<file path="config.mk">
export PLATFORM = sky130hd
export DESIGN_NAME = key_scan_flat
export DESIGN_NICKNAME = d
export VERILOG_FILES = /design/src/rtl/key_pkg.sv /design/src/rtl/key_scan_if.sv /design/src/rtl/key_scan_evt_fifo.sv /design/src/rtl/key_scan.sv /design/src/flat_wrapper.sv
export SDC_FILE = /design/constraint.sdc
export NUM_CORES = 1
export LEC_CHECK = 0
export ABC_AREA = 1
export CORE_MARGIN = 2
export CORE_UTILIZATION = 53
export DETAILED_ROUTE_END_ITERATION = 10
export GPL_TIMING_DRIVEN = 1
export PLACE_DENSITY = 0.85
export SYNTH_ARGS = -nofsm -noshare
export SYNTH_HDL_FRONTEND = slang
export SYNTH_SLANG_ARGS = --single-unit
</file>
<file path="constraint.sdc">
create_clock -name clk -period 7.2 [get_ports clk]
set_input_delay 1.44 -clock clk [delete_from_list [all_inputs] [get_ports clk]]
set_output_delay 1.44 -clock clk [all_outputs]
set_load 0.01 [all_outputs]
</file>
<file path="src/rtl/key_pkg.sv">
`default_nettype none
// ============================================================================
//  Module   : key_pkg
//  Brief    : Shared source counts, index bases and event-code type for key_scan.
//  Revision : 1.0  initial release
// ============================================================================
package key_pkg;

    localparam int unsigned c_n_btn     = 5;
    localparam int unsigned c_n_sw      = 16;
    localparam int unsigned c_n_src     = 21;
    localparam logic [4:0]  c_btn_base  = 5'd0;
    localparam logic [4:0]  c_sw_base   = 5'd5;

    // [5] = new level, [4:0] = source index
    typedef logic [5:0] evt_code_t;

    function automatic evt_code_t make_evt(input logic lvl, input logic [4:0] idx);
        return {lvl, idx};
    endfunction

endpackage
`default_nettype wire

</file>
<file path="src/rtl/key_scan_if.sv">
`default_nettype none
// ============================================================================
//  Module   : key_scan_if
//  Brief    : Valid/ready event stream from key_scan to its consumer.
//  Revision : 1.0  initial release
// ============================================================================
interface key_scan_if;
    import key_pkg::*;

    logic      evt_valid;
    logic      evt_ready;
    evt_code_t evt_code;

    modport master (output evt_valid, output evt_code, input evt_ready);
    modport slave  (input evt_valid, input evt_code, output evt_ready);

endinterface
`default_nettype wire

</file>
<file path="src/rtl/key_scan_evt_fifo.sv">
`default_nettype none
// ============================================================================
//  Module   : evt_fifo
//  Brief    : Registered FIFO with valid/ready pop and a full flag; output is
//             forced to zero while empty.
//  Revision : 1.0  initial release
// ============================================================================
module evt_fifo #(
    parameter int WIDTH = 6,
    parameter int DEPTH = 4
) (
    input  wire              clk,
    input  wire              rst,
    input  wire              i_push,
    input  wire [WIDTH-1:0]  i_data,
    output logic             o_full,
    output logic             o_valid,
    input  wire              i_ready,
    output logic [WIDTH-1:0] o_data
);

    localparam int c_aw = (DEPTH > 1) ? $clog2(DEPTH) : 1;

    logic [WIDTH-1:0] r_mem [DEPTH];
    logic [c_aw-1:0]  r_wr;
    logic [c_aw-1:0]  r_rd;
    logic [c_aw:0]    r_cnt;
    logic             w_pop;
    logic             w_push;

    assign o_full  = (r_cnt == (c_aw+1)'(DEPTH));
    assign o_valid = (r_cnt != '0);
    assign o_data  = o_valid ? r_mem[r_rd] : '0;
    assign w_pop   = o_valid && i_ready;
    // A full queue still accepts a push when the head leaves in the same cycle
    assign w_push  = i_push && (!o_full || w_pop);

    always_ff @(posedge clk) begin
        if (w_push) begin
            r_mem[r_wr] <= i_data;
        end
    end

    always_ff @(posedge clk) begin
        if (rst) begin
            r_wr  <= '0;
            r_rd  <= '0;
            r_cnt <= '0;
        end else begin
            if (w_push) begin
                r_wr <= r_wr + c_aw'(1);
            end
            if (w_pop) begin
                r_rd <= r_rd + c_aw'(1);
            end
            case ({w_push, w_pop})
                2'b10:   r_cnt <= r_cnt + (c_aw+1)'(1);
                2'b01:   r_cnt <= r_cnt - (c_aw+1)'(1);
                default: r_cnt <= r_cnt;
            endcase
        end
    end

endmodule
`default_nettype wire

</file>
<file path="src/rtl/key_scan.sv">
`default_nettype none
// ============================================================================
//  Module   : key_scan
//  Brief    : Synchronizes and debounces 5 buttons and 16 switches, queueing
//             level-change events. KEY_SCAN_SW_EVT_EN enables switch events.
//  Revision : 1.0  initial release
// ============================================================================
module key_scan
    import key_pkg::*;
#(
    parameter int TICK_DIV   = 4,
    parameter int FIFO_DEPTH = 4
) (
    input  wire               clk,
    input  wire               rst,
    input  wire  [4:0]        btn,
    input  wire  [15:0]       sw,
    output logic [4:0]        btn_lvl,
    output logic [15:0]       sw_lvl,
    output logic              evt_ovf,
    key_scan_if.master        evt
);

    localparam int c_pw = $clog2(TICK_DIV);

`ifdef KEY_SCAN_SW_EVT_EN
    localparam logic [c_n_src-1:0] c_evt_mask = '1;
`else
    localparam logic [c_n_src-1:0] c_evt_mask = {{c_n_sw{1'b0}}, {c_n_btn{1'b1}}};
`endif

    logic [c_n_src-1:0] w_raw;
    logic [c_n_src-1:0] r_s1;
    logic [c_n_src-1:0] r_s2;
    logic [c_n_src-1:0] r_h0;
    logic [c_n_src-1:0] r_h1;
    logic [c_n_src-1:0] r_lvl;
    logic [c_n_src-1:0] r_pend;
    logic [c_n_src-1:0] r_dir;
    logic [c_pw-1:0]    r_presc;
    logic               w_tick;
    logic [c_n_src-1:0] w_all1;
    logic [c_n_src-1:0] w_all0;
    logic [c_n_src-1:0] w_chg;
    logic [c_n_src-1:0] w_chg_evt;
    logic [c_n_src-1:0] w_clr;
    logic [4:0]         w_sel_idx;
    logic               w_sel_vld;
    logic               w_full;
    logic               w_pop;
    logic               w_push;
    evt_code_t          w_push_code;

    assign w_raw  = {sw, btn};
    assign w_tick = (r_presc == c_pw'(TICK_DIV - 1));

    // r_h1/r_h0 hold the two previous tick samples; r_s2 is the third at a tick
    assign w_all1    = r_s2 & r_h0 & r_h1;
    assign w_all0    = ~(r_s2 | r_h0 | r_h1);
    assign w_chg     = w_tick ? ((w_all1 & ~r_lvl) | (w_all0 & r_lvl)) : '0;
    assign w_chg_evt = w_chg & c_evt_mask;

    always_comb begin
        w_sel_idx = '0;
        w_sel_vld = 1'b0;
        for (int i = c_n_src - 1; i >= 0; i--) begin
            if (r_pend[i]) begin
                w_sel_vld = 1'b1;
                w_sel_idx = 5'(i);
            end
        end
    end

    assign w_pop       = evt.evt_valid && evt.evt_ready;
    assign w_push      = w_sel_vld && (!w_full || w_pop);
    assign w_clr       = w_push ? (c_n_src'(1) << w_sel_idx) : '0;
    assign w_push_code = make_evt(r_dir[w_sel_idx], w_sel_idx);

    always_ff @(posedge clk) begin
        if (rst) begin
            r_s1    <= '0;
            r_s2    <= '0;
            r_h0    <= '0;
            r_h1    <= '0;
            r_lvl   <= '0;
            r_pend  <= '0;
            r_dir   <= '0;
            r_presc <= '0;
            evt_ovf <= 1'b0;
        end else begin
            r_s1    <= w_raw;
            r_s2    <= r_s1;
            r_presc <= w_tick ? '0 : r_presc + c_pw'(1);
            if (w_tick) begin
                r_h0 <= r_s2;
                r_h1 <= r_h0;
            end
            r_lvl  <= r_lvl ^ w_chg;
            // A source being pushed this cycle is free to re-arm without loss
            r_pend <= (r_pend & ~w_clr) | w_chg_evt;
            r_dir  <= (r_dir & ~w_chg_evt) | (w_all1 & w_chg_evt);
            if (|(r_pend & ~w_clr & w_chg_evt)) begin
                evt_ovf <= 1'b1;
            end
        end
    end

    assign btn_lvl = r_lvl[c_n_btn-1:0];
    assign sw_lvl  = r_lvl[c_n_src-1:c_n_btn];

    evt_fifo #(
        .WIDTH (6),
        .DEPTH (FIFO_DEPTH)
    ) u_evt_fifo (
        .clk     (clk),
        .rst     (rst),
        .i_push  (w_push),
        .i_data  (w_push_code),
        .o_full  (w_full),
        .o_valid (evt.evt_valid),
        .i_ready (evt.evt_ready),
        .o_data  (evt.evt_code)
    );

endmodule
`default_nettype wire

</file>
<file path="src/flat_wrapper.sv">
// flat-port wrapper written by rule: the top's interface ports become plain ports
module key_scan_flat import key_pkg::*;
#(
    parameter int TICK_DIV   = 4,
    parameter int FIFO_DEPTH = 4
)
  (clk, rst, btn, sw, btn_lvl, sw_lvl, evt_ovf, evt_evt_valid, evt_evt_code, evt_evt_ready);
  key_scan_if evt_i ();
  input  wire clk;
  input  wire rst;
  input  wire  [4:0] btn;
  input  wire  [15:0] sw;
  output logic [4:0] btn_lvl;
  output logic [15:0] sw_lvl;
  output logic evt_ovf;
  output wire logic [$bits(evt_i.evt_valid)-1:0] evt_evt_valid;
  output wire logic [$bits(evt_i.evt_code)-1:0] evt_evt_code;
  input wire logic [$bits(evt_i.evt_ready)-1:0] evt_evt_ready;
  assign evt_evt_valid = evt_i.evt_valid;
  assign evt_evt_code = evt_i.evt_code;
  assign evt_i.evt_ready = evt_evt_ready;
  key_scan #(.TICK_DIV(TICK_DIV), .FIFO_DEPTH(FIFO_DEPTH)) u_core (.clk(clk), .rst(rst), .btn(btn), .sw(sw), .btn_lvl(btn_lvl), .sw_lvl(sw_lvl), .evt_ovf(evt_ovf), .evt(evt_i));
endmodule
</file>
==> metrics.yaml <==
start_util_pct: 54.0
synth_top_cell_by_area: "dfxtp_1"
drtIter0Drc: 349
antenna_cells: 0
syn_avg_cell_area_um2: 7.92
status: "complete, no violations"
report.final.slew_viol_count: 0
clock_path_buffers: 2
num_io_pins: 53
portBuffers: 52
grt_usage_pct: 20.4
fin_crit_ps: 3590
synth.distinct_cells: 32
utilization_pct: 63.9
h-tree-depth: 4
dpl.hpwl_um: 8050
worst_hold_slack_ps: 401
r2r_setup_slack_ps: 4430
finalWorstSetupSlack_ps: 3610
ant_nets: 0
hold_depth: 2
grt_antenna_before_repair: 0
synth_top_area_share_pct: 44.3
die_y_um: 114
finalSetupViolations: 0
viasPerCell: 4.99
critPathMaxFanout: 13
area_growth_pct: 18.2
final_cell_area_mm2: 0.00764
synth_nets: 847
grt_pass1_vias: 4929
start_kind: "flop"
rsz0062_at_grt: "no"
synth_flop_cell: "dfxtp_1"
pre_cts_ws_ps: 3650
synthTopCellsByCount: "nor2_1, inv_1, dfxtp_1, nand2_1, o21ai_0"
die_width_um: 114
root_buffer: "clkbuf_16"
tns_ps: 0
clkSlewWorstSetupHoldPaths_ps: 60
grt_pass1_wl_um: 21200
ys_seq_area_share_pct: 55.5
arrival_ps: 2150
p_leak_nw: 3.03
clock.fmax_ghz: 0.279
worstSkewPairLatency_ps: 430
yosysMostFrequentCell: "nor2_1"
postPlaceCellArea_mm2: 0.00709
cts_setup_buffers: 0
worstSetupPathType: "reg2out"
std_cell_rows: 40
finalHoldViolations: 0
slew_headroom_pct: 45.5
min_path_type: "reg2reg"
fill_cells: 956
crit_path_end_kind: "output pin"
yosys_register_bits: 167
cts_buffers: 17
required_ps: 5760
core_region_area_mm2: 0.0120
cts_resized: 0
cts_tree: "done"
place_congestion: 0.898
overflow: 0
grt_max_degree: 74
peakVddDrop_uv: 190
maxCapViolCount: 0
syn-cell-area_mm2: 0.00646
vias: 5111
clkSinkCount: 167
yosys_warnings: 0
worst-r2r-cell-count: 12
drc: 0
num-nets-final: 896
p_per_area_mw_per_mm2: 262
worstMarginPinSlew_ps: 812
async_flop_share_pct: 0
drive_gt1_share_pct: 6.49
fin_skew_ps: 9.64
drt-total-wl_um: 12400
period_share_pct: 49.8
synth_edf_count: 24
first_pass_iters: 5
hold_buffers: 0
syn_inst: 816
routedWlPerCell_um: 12.1
synth_area_leaders: "dfxtp_1, edfxtp_1, nor2_1"
dieArea_mm2: 0.0131
## placed cells by master (no fill, tap or decap), types with 7 or more instances in the layout
| cell | instances |
|---|---|
| nor2_1 | 178 |
| a21oi_1 | 56 |
| dfxtp_1 | 143 |
| nand2_1 | 86 |
| clkdlybuf4s50_1 | 51 |
| o22ai_1 | 16 |
| nand3_1 | 19 |
| o21ai_0 | 68 |
| clkbuf_16 | 17 |
| inv_1 | 145 |
| nand4_1 | 10 |
| edfxtp_1 | 24 |
| o21ai_1 | 7 |
## layout make-up
type	count	area [um^2]	area share (%)
well taps	147	184	2.41
clock inverters	12	93.8	1.23
multi-input cells	470	2210	28.9
clock buffers	20	457	5.98
flip-flops and latches	167	3580	46.9
repair buffers	55	538	7.04
inverters	154	578	7.57
## cell families after synthesis
group	synth area share [%]
compound gates	12.9
fa+ha+maj	1.47
buf+inv	10.4
flops	55.5
simple gates	19.8
## path summary, 6_finish.rpt
path / end / start
max reg2reg: u_core.u_evt_fifo.r_cnt[2]$_SDFFE_PP0P_ / u_core.r_pend[0]$_SDFF_PP0_
max: evt_evt_code[0] / flop
min: u_core.r_s2[6]$_SDFF_PP0_ / u_core.r_s1[6]$_SDFF_PP0_
min reg2reg: u_core.r_s2[6]$_SDFF_PP0_ / u_core.r_s1[6]$_SDFF_PP0_
## stage by stage
step	total power, mW	instances
floorplan	1.12	816
global placement	1.18	993
detailed placement	1.19	993
CTS	2.02	1025
global route	2.08	1025
finish	2.00	1025
## layer usage
| layer | track usage [%] | up-vias | routed length (um) |
|---|---|---|---|
| li1 | - | 2651 | - |
| met1 | 24.3 | 2308 | 5490 |
| met2 | 34.4 | 126 | 6030 |
| met3 | 5.19 | 26 | 651 |
| met4 | 9.84 | 0 | 272 |
| met5 | 0 | - | 0 |
## power breakdown
part | switching (mW) | internal, mW | leakage, nW
Sequential | 0.0209 | 0.974 | 1.40
Combinational | 0.0981 | 0.0727 | 1.37
Clock | 0.374 | 0.464 | 0.260
## registers in the layout (all words and copies together), names as in the netlist, 3 cells and up, named ones only
| register | count |
|---|---|
| u_core.u_evt_fifo.r_mem | 24 |
| u_core.r_lvl | 21 |
| u_core.r_s1 | 21 |
| u_core.r_pend | 21 |
| u_core.u_evt_fifo.r_cnt | 3 |
| u_core.r_h1 | 21 |
| u_core.r_s2 | 21 |
| u_core.r_h0 | 21 |
## critical path, stage by stage (launching register included)
cell and delay (ps):
dfxtp_1 590, inv_1 270, o21ai_0 270, a21oi_1 100, clkdlybuf4s50_1 490
Note: power is estimated with default switching activity, not from simulation.
